`src/rtl/boot_loader_if.sv`:
```
// Byte-stream input and memory write/status outputs of the boot loader.
// master = byte source / system side, slave = the loader itself.
interface boot_loader_if #(
  parameter int DATA_WIDTH = 8,
  parameter int ADDR_WIDTH = 12
);
  logic [DATA_WIDTH-1:0] rx_dat;
  logic                  rx_vld;
  logic                  rx_rdy;
  logic                  mem_wr_en;
  logic [ADDR_WIDTH-1:0] mem_addr;
  logic [DATA_WIDTH-1:0] mem_dat;
  logic                  cpu_hold;
  logic                  load_done;
  logic                  load_error;

  modport master (
    output rx_dat, rx_vld,
    input  rx_rdy, mem_wr_en, mem_addr, mem_dat, cpu_hold, load_done, load_error
  );

  modport slave (
    input  rx_dat, rx_vld,
    output rx_rdy, mem_wr_en, mem_addr, mem_dat, cpu_hold, load_done, load_error
  );
endinterface

```
`src/rtl/boot_loader.sv`:
```
// Frame loader: A5/addr/len/data/cksum bytes -> memory writes; CPU held until a good checksum.
// Write strobe 1 cycle after data-byte accept; rx_rdy low only in the one-cycle WRITE state.
module boot_loader #(
  parameter int DATA_WIDTH     = 8,
  parameter int ADDR_WIDTH     = 12,
  parameter int TIMEOUT_CYCLES = 1000000,
  parameter bit HOLD_ON_RESET  = 1'b1
) (
  input  logic         clk_i,
  input  logic         rst_i,
  boot_loader_if.slave bl_if
);
  localparam int TW = $clog2(TIMEOUT_CYCLES + 1);
  localparam logic [TW-1:0]         TMO_LAST = TW'(TIMEOUT_CYCLES - 1);
  localparam logic [DATA_WIDTH-1:0] SYNC     = DATA_WIDTH'(8'hA5);

  typedef enum logic [2:0] {
    S_IDLE, S_ADDR_HI, S_ADDR_LO, S_LEN_HI, S_LEN_LO, S_DATA, S_WRITE, S_CHECK
  } state_t;

  state_t                  state_q;
  logic [ADDR_WIDTH-1:0]   cur_addr_q, addr_q;
  logic [DATA_WIDTH-1:0]   hdr_hi_q, sum_q, din_q;
  logic [2*DATA_WIDTH-1:0] remain_q;
  logic [TW-1:0]           timer_q;
  logic                    rdy_q, wr_en_q, hold_q, done_q, err_q;

  logic                    accept;
  logic [2*DATA_WIDTH-1:0] hdr_word;

  assign accept   = bl_if.rx_vld & rdy_q;
  assign hdr_word = {hdr_hi_q, bl_if.rx_dat};

  always_ff @(posedge clk_i) begin
    if (rst_i) begin
      state_q    <= S_IDLE;
      cur_addr_q <= '0;
      addr_q     <= '0;
      hdr_hi_q   <= '0;
      sum_q      <= '0;
      din_q      <= '0;
      remain_q   <= '0;
      timer_q    <= '0;
      rdy_q      <= 1'b1;
      wr_en_q    <= 1'b0;
      hold_q     <= HOLD_ON_RESET;
      done_q     <= 1'b0;
      err_q      <= 1'b0;
    end else begin
      done_q <= 1'b0;
      if (state_q == S_IDLE || accept) timer_q <= '0;
      else                             timer_q <= timer_q + 1'b1;

      case (state_q)
        S_IDLE: if (accept && bl_if.rx_dat == SYNC) begin
          hold_q  <= 1'b1;
          err_q   <= 1'b0;
          sum_q   <= '0;
          state_q <= S_ADDR_HI;
        end
        S_ADDR_HI: if (accept) begin
          hdr_hi_q <= bl_if.rx_dat;
          state_q  <= S_ADDR_LO;
        end
        S_ADDR_LO: if (accept) begin
          // upper address bits beyond the memory width are dropped here
          cur_addr_q <= hdr_word[ADDR_WIDTH-1:0];
          state_q    <= S_LEN_HI;
        end
        S_LEN_HI: if (accept) begin
          hdr_hi_q <= bl_if.rx_dat;
          state_q  <= S_LEN_LO;
        end
        S_LEN_LO: if (accept) begin
          remain_q <= hdr_word;
          state_q  <= (hdr_word == '0) ? S_CHECK : S_DATA;
        end
        S_DATA: if (accept) begin
          din_q    <= bl_if.rx_dat;
          addr_q   <= cur_addr_q;
          wr_en_q  <= 1'b1;
          rdy_q    <= 1'b0;
          sum_q    <= sum_q + bl_if.rx_dat;
          remain_q <= remain_q - 1'b1;
          state_q  <= S_WRITE;
        end
        S_WRITE: begin
          wr_en_q    <= 1'b0;
          rdy_q      <= 1'b1;
          cur_addr_q <= cur_addr_q + 1'b1;
          state_q    <= (remain_q == '0) ? S_CHECK : S_DATA;
        end
        S_CHECK: if (accept) begin
          if (bl_if.rx_dat == sum_q) begin
            done_q <= 1'b1;
            hold_q <= 1'b0;
          end else begin
            err_q  <= 1'b1;
          end
          state_q <= S_IDLE;
        end
        default: state_q <= S_IDLE;
      endcase

      // inter-byte timeout overrides whatever the frame states decided
      if (state_q != S_IDLE && !accept && timer_q == TMO_LAST) begin
        state_q <= S_IDLE;
        err_q   <= 1'b1;
        wr_en_q <= 1'b0;
        rdy_q   <= 1'b1;
        timer_q <= '0;
      end
    end
  end

  assign bl_if.rx_rdy     = rdy_q;
  assign bl_if.mem_wr_en  = wr_en_q;
  assign bl_if.mem_addr   = addr_q;
  assign bl_if.mem_dat    = din_q;
  assign bl_if.cpu_hold   = hold_q;
  assign bl_if.load_done  = done_q;
  assign bl_if.load_error = err_q;
endmodule

```
`src/flat_wrapper.sv`:
```
// flat-port wrapper written by rule: the top's interface ports become plain ports
module boot_loader_flat 
#(
  parameter int DATA_WIDTH     = 8,
  parameter int ADDR_WIDTH     = 12,
  parameter int TIMEOUT_CYCLES = 1000000,
  parameter bit HOLD_ON_RESET  = 1'b1
)
  (clk_i, rst_i, bl_if_rx_dat, bl_if_rx_vld, bl_if_rx_rdy, bl_if_mem_wr_en, bl_if_mem_addr, bl_if_mem_dat, bl_if_cpu_hold, bl_if_load_done, bl_if_load_error);
  boot_loader_if #(.DATA_WIDTH(DATA_WIDTH), .ADDR_WIDTH(ADDR_WIDTH)) bl_if_i ();
  input  logic clk_i;
  input  logic rst_i;
  input wire logic [$bits(bl_if_i.rx_dat)-1:0] bl_if_rx_dat;
  input wire logic [$bits(bl_if_i.rx_vld)-1:0] bl_if_rx_vld;
  output wire logic [$bits(bl_if_i.rx_rdy)-1:0] bl_if_rx_rdy;
  output wire logic [$bits(bl_if_i.mem_wr_en)-1:0] bl_if_mem_wr_en;
  output wire logic [$bits(bl_if_i.mem_addr)-1:0] bl_if_mem_addr;
  output wire logic [$bits(bl_if_i.mem_dat)-1:0] bl_if_mem_dat;
  output wire logic [$bits(bl_if_i.cpu_hold)-1:0] bl_if_cpu_hold;
  output wire logic [$bits(bl_if_i.load_done)-1:0] bl_if_load_done;
  output wire logic [$bits(bl_if_i.load_error)-1:0] bl_if_load_error;
  assign bl_if_i.rx_dat = bl_if_rx_dat;
  assign bl_if_i.rx_vld = bl_if_rx_vld;
  assign bl_if_rx_rdy = bl_if_i.rx_rdy;
  assign bl_if_mem_wr_en = bl_if_i.mem_wr_en;
  assign bl_if_mem_addr = bl_if_i.mem_addr;
  assign bl_if_mem_dat = bl_if_i.mem_dat;
  assign bl_if_cpu_hold = bl_if_i.cpu_hold;
  assign bl_if_load_done = bl_if_i.load_done;
  assign bl_if_load_error = bl_if_i.load_error;
  boot_loader #(.DATA_WIDTH(DATA_WIDTH), .ADDR_WIDTH(ADDR_WIDTH), .TIMEOUT_CYCLES(TIMEOUT_CYCLES), .HOLD_ON_RESET(HOLD_ON_RESET)) u_core (.clk_i(clk_i), .rst_i(rst_i), .bl_if(bl_if_i));
endmodule
```
`config.mk`:
```
export PLATFORM = sky130hd
export DESIGN_NAME = boot_loader_flat
export DESIGN_NICKNAME = d
export VERILOG_FILES = /design/src/rtl/boot_loader_if.sv /design/src/rtl/boot_loader.sv /design/src/flat_wrapper.sv
export SDC_FILE = /design/constraint.sdc
export NUM_CORES = 1
export LEC_CHECK = 0
export ABC_AREA = 1
export BUFFER_PORTS_ARGS = -buffer_cell sky130_fd_sc_hd__buf_4
export CAP_MARGIN = 20
export CORE_ASPECT_RATIO = 1.5
export CORE_MARGIN = 4
export CORE_UTILIZATION = 65
export DETAILED_ROUTE_END_ITERATION = 6
export PLACE_DENSITY = 0.95
export SYNTH_ARGS = -nofsm -noshare
export SYNTH_HDL_FRONTEND = slang
export SYNTH_SLANG_ARGS = --single-unit
```
`constraint.sdc`:
```
create_clock -name clk_i -period 3.7 [get_ports clk_i]
set_clock_uncertainty 0.05 [all_clocks]
set_input_delay 0.74 -clock clk_i [delete_from_list [all_inputs] [get_ports clk_i]]
set_output_delay 0.74 -clock clk_i [all_outputs]
set_load 0.01 [all_outputs]
```
==> flow_metrics.py <==
metrics = {
    "final_layout": {
        "antenna-diode-count": 0,
        "seq_area_sq_um": 1842,
        "drive_gt1_share_pct": 10.91,
        "final_nets": 780,
        "multiInputGateArea_sq_um": 2666,
        "area_growth_syn_to_layout_pct": 9.848,
        "fill_cell_count": 569,
    },
    "synthesis": {
        "synthesis.nets": 756,
        "synth_seq_area_share_pct": 37.36,
        "commonest_cells_in_the_netlist": "nand2_1 (160), nor2_1 (102), dfxtp_1 (92)",
        "yosys-top-cells-area": "dfxtp_1 (37%), nand2_1 (12%), nor2_1 (7.8%)",
        "synth.yosys.warnings": 0,
        "synth_cell_type_count": 39,
        "async_flop_share_pct": 0,
        "synth_enable_flop_cells": 0,
        "dominantRegCellSynth": "dfxtp_1",
        "synthMostInstantiatedCell": "nand2_1",
        "synth_area_sq_um": 4930,
        "synth_largest_area_cell": "dfxtp_1",
        "synthCells": 733,
        "ys_ff_latch": 92,
        "synth_top_area_share_pct": 37.36,
        "syn_avg_cell_area_sq_um": 6.725,
    },
    "floorplanning": {
        "area_of_the_die_sq_um": 9070,
        "row_count": 38,
        "dieHeight_microns": 114.7,
        "area_inside_the_core_boundary_sq_um": 7322,
        "die-width_microns": 79.11,
        "initial_core_utilization_pct": 67.33,
        "io-pin-count": 36,
    },
    "hold_path": {
        "hold_path_class": "flop to flop",
    },
    "setup_path": {
        "cp_num_buf_inv": 1,
        "arrival_ns": 2.73,
        "timing.critical_path.max_delay_family": "simple AND/OR/NAND/NOR gates",
        "critical_path.cell_chain": "nand3_2 -> nor2_2 -> buf_4 -> o21ai_0 -> nor2_1",
        "cpMaxStageDelayCell": "nor2_2",
        "slowest_delay_ns": 0.72,
        "critPathKind": "flop to flop",
        "critical_path_required_ns": 3.95,
        "critical_path_peak_fanout": 23,
        "timing.critical_path.from_type": "flop",
        "crit_path_end_kind": "flop",
        "reg2reg_setup_slack_ns": 1.22,
    },
    "clock_network": {
        "number_of_instances_resized_during_post_cts_repair": 0,
        "clk_pin_slew_worst_paths_ns": 0.09,
        "clkLatencyLatePin_ns": 0.37,
        "clock_path_buffers": 2,
        "cts_sinks": 92,
        "cts_tree": "yes",
        "post_cts_buffers": 0,
        "h-tree-depth": 3,
        "cts.hold.buffers_added": 0,
        "clock_tree.root_cell": "clkbuf_8",
        "cts_inserted_buffers": 9,
    },
    "run_status": {
        "outcome": "finished, final reports clean",
    },
    "detailed_routing": {
        "ant_nets": 0,
        "wl_per_cell_microns": 15.13,
        "drt-initial-drc-count": 515,
        "remaining_drc_errors": 0,
        "drt_pre_antenna_iters": 6,
        "route.detailed.vias_per_inst": 5.901,
        "routed-via-count": 5081,
        "detail_route.wirelength_microns": 13020,
    },
    "placement": {
        "port_buffers": 35,
        "detailed_place_hpwl_microns": 9222,
        "place.gp.congestion": 1.024,
        "dpl_worst_slack_ns": 1.173,
    },
    "power_and_ir_drop": {
        "leakage_nw": 2.193,
        "p_per_area_nw_per_um2": 397.3,
        "vdd_drop_max_v": 0.0004552,
    },
    "timing": {
        "fmax_mhz": 403.9,
        "tightest_slew_ns": 0.8659,
        "hold_violations": 0,
        "grt_setup_unrepaired": "no",
        "final.period_utilization_pct": 66.92,
        "max-slew-margin-rel_pct": 42.09,
        "setup_ws_ns": 1.224,
        "final_period_minus_worst_setup_slack_ns": 2.476,
        "timing.setup.tns_ns": 0,
        "hold-worst-slack_ns": 0.3991,
        "setup_viol": 0,
        "maxSlewViolCount": 0,
    },
    "global_route": {
        "globalRouteOverflowTotal": 0,
        "global_route.usage.total_pct": 30.30,
        "grt_start_max_net_pins": 40,
        "first_global_vias": 4839,
        "antenna_found_initial": 0,
        "grt_first_pass_wirelength_microns": 21950,
    },
    "job": {
        "max-cap-violations": 0,
    },
}
-- cells by family (layout without fill, tap and decap cells) --
| kind of cell | after synthesis | in the layout | share of synthesized area, % |
|---|---|---|---|
| simple gates | 372 | 372 | 33.55 |
| xor+xnor | 11 | 11 | 1.954 |
| fa+ha+maj | 12 | 12 | 3.198 |
| compound gates | 145 | 145 | 15.38 |
| flops | 92 | 92 | 37.36 |
| buf+inv | 101 | 129 | 8.553 |
-- cells in the final DEF (no fill, tap or decap), types with 2 or more instances in the layout --
cell / instances
bufinv_16: 2
or2_2: 5
a211oi_1: 2
nand4_1: 14
nand3b_1: 2
o211ai_1: 3
o21ai_1: 3
nand2_1: 160
ha_1: 11
clkbuf_8: 10
nor3_1: 11
o21a_1: 2
nor2_2: 6
inv_2: 8
nand3_2: 2
nand3_1: 56
a21oi_1: 72
a31oi_1: 3
nor3_2: 4
nor2_4: 2
buf_4: 37
o21ai_0: 56
nand2_2: 2
nor2_1: 102
dfxtp_1: 92
o221ai_1: 2
xor2_1: 7
xnor2_1: 4
inv_1: 69
-- metrics by stage --
| stage | instances | total power [mW] | area (sq um) | utilization, % |
|---|---|---|---|---|
| final | 861 | 2.151 | 5415 | 73.96 |
| after global routing | 861 | 2.234 | 5415 | 73.96 |
| after CTS | 861 | 2.142 | 5415 | 73.96 |
| after detailed placement | 846 | 1.419 | 5200 | 71.02 |
| after global placement | 846 | 1.403 | 5200 | 71.02 |
| after floorplan | 733 | 1.334 | 4930 | - |
-- power by group --
part           leakage (nW)  internal (mW)  switching, mW
registers             0.741           1.03         0.0367
logic                  1.34          0.107          0.233
clock network         0.109          0.396          0.350
total                  2.19           1.53          0.620
-- routing by layer --
layer	vias to the layer above	track usage, %	wire, microns
met5	-	0	0
met4	0	17.89	736
met3	68	6.457	869
met2	253	53.60	6705
met1	2315	32.69	4713
li1	2445	-	-
-- cell type report --
cell class / instances / share of cell area (%)
inverters: 77 / 5.337
multi-input cells: 540 / 49.24
repair buffers: 37 / 5.129
clock inverters: 4 / 1.363
clock buffers: 11 / 2.611
flip-flops and latches: 92 / 34.01
well taps: 100 / 2.311
-- worst register-to-register path, stage by stage (launching register included) --
cell and delay, ns:
dfxtp_1 0.55, nand3_2 0.48, nor2_2 0.72, buf_4 0.35, o21ai_0 0.12, nor2_1 0.14
-- registers in the layout, indices dropped and copies added (netlist names) --
signal	flops
u_core.cur_addr_q	12
u_core.sum_q	8
u_core.bl_if.load_error	1
u_core.bl_if.mem_wr_en	1
u_core.bl_if.mem_dat	8
u_core.state_q	3
u_core.timer_q	20
u_core.hdr_hi_q	8
u_core.remain_q	16
u_core.bl_if.load_done	1
u_core.bl_if.cpu_hold	1
u_core.bl_if.rx_rdy	1
u_core.bl_if.mem_addr	12
-- worst paths after layout --
kind         cells after the start                              endpoint                           start
min                              1          u_core.timer_q[0]$_SDFF_PP0_    u_core.timer_q[0]$_SDFF_PP0_
min reg2reg                      1          u_core.timer_q[0]$_SDFF_PP0_    u_core.timer_q[0]$_SDFF_PP0_
max                              5  u_core.bl_if.mem_dat[0]$_SDFFE_PP0P_  u_core.state_q[2]$_SDFFE_PP0P_
max reg2reg                      5  u_core.bl_if.mem_dat[0]$_SDFFE_PP0P_  u_core.state_q[2]$_SDFFE_PP0P_
Power figures use the tool's default switching activity.
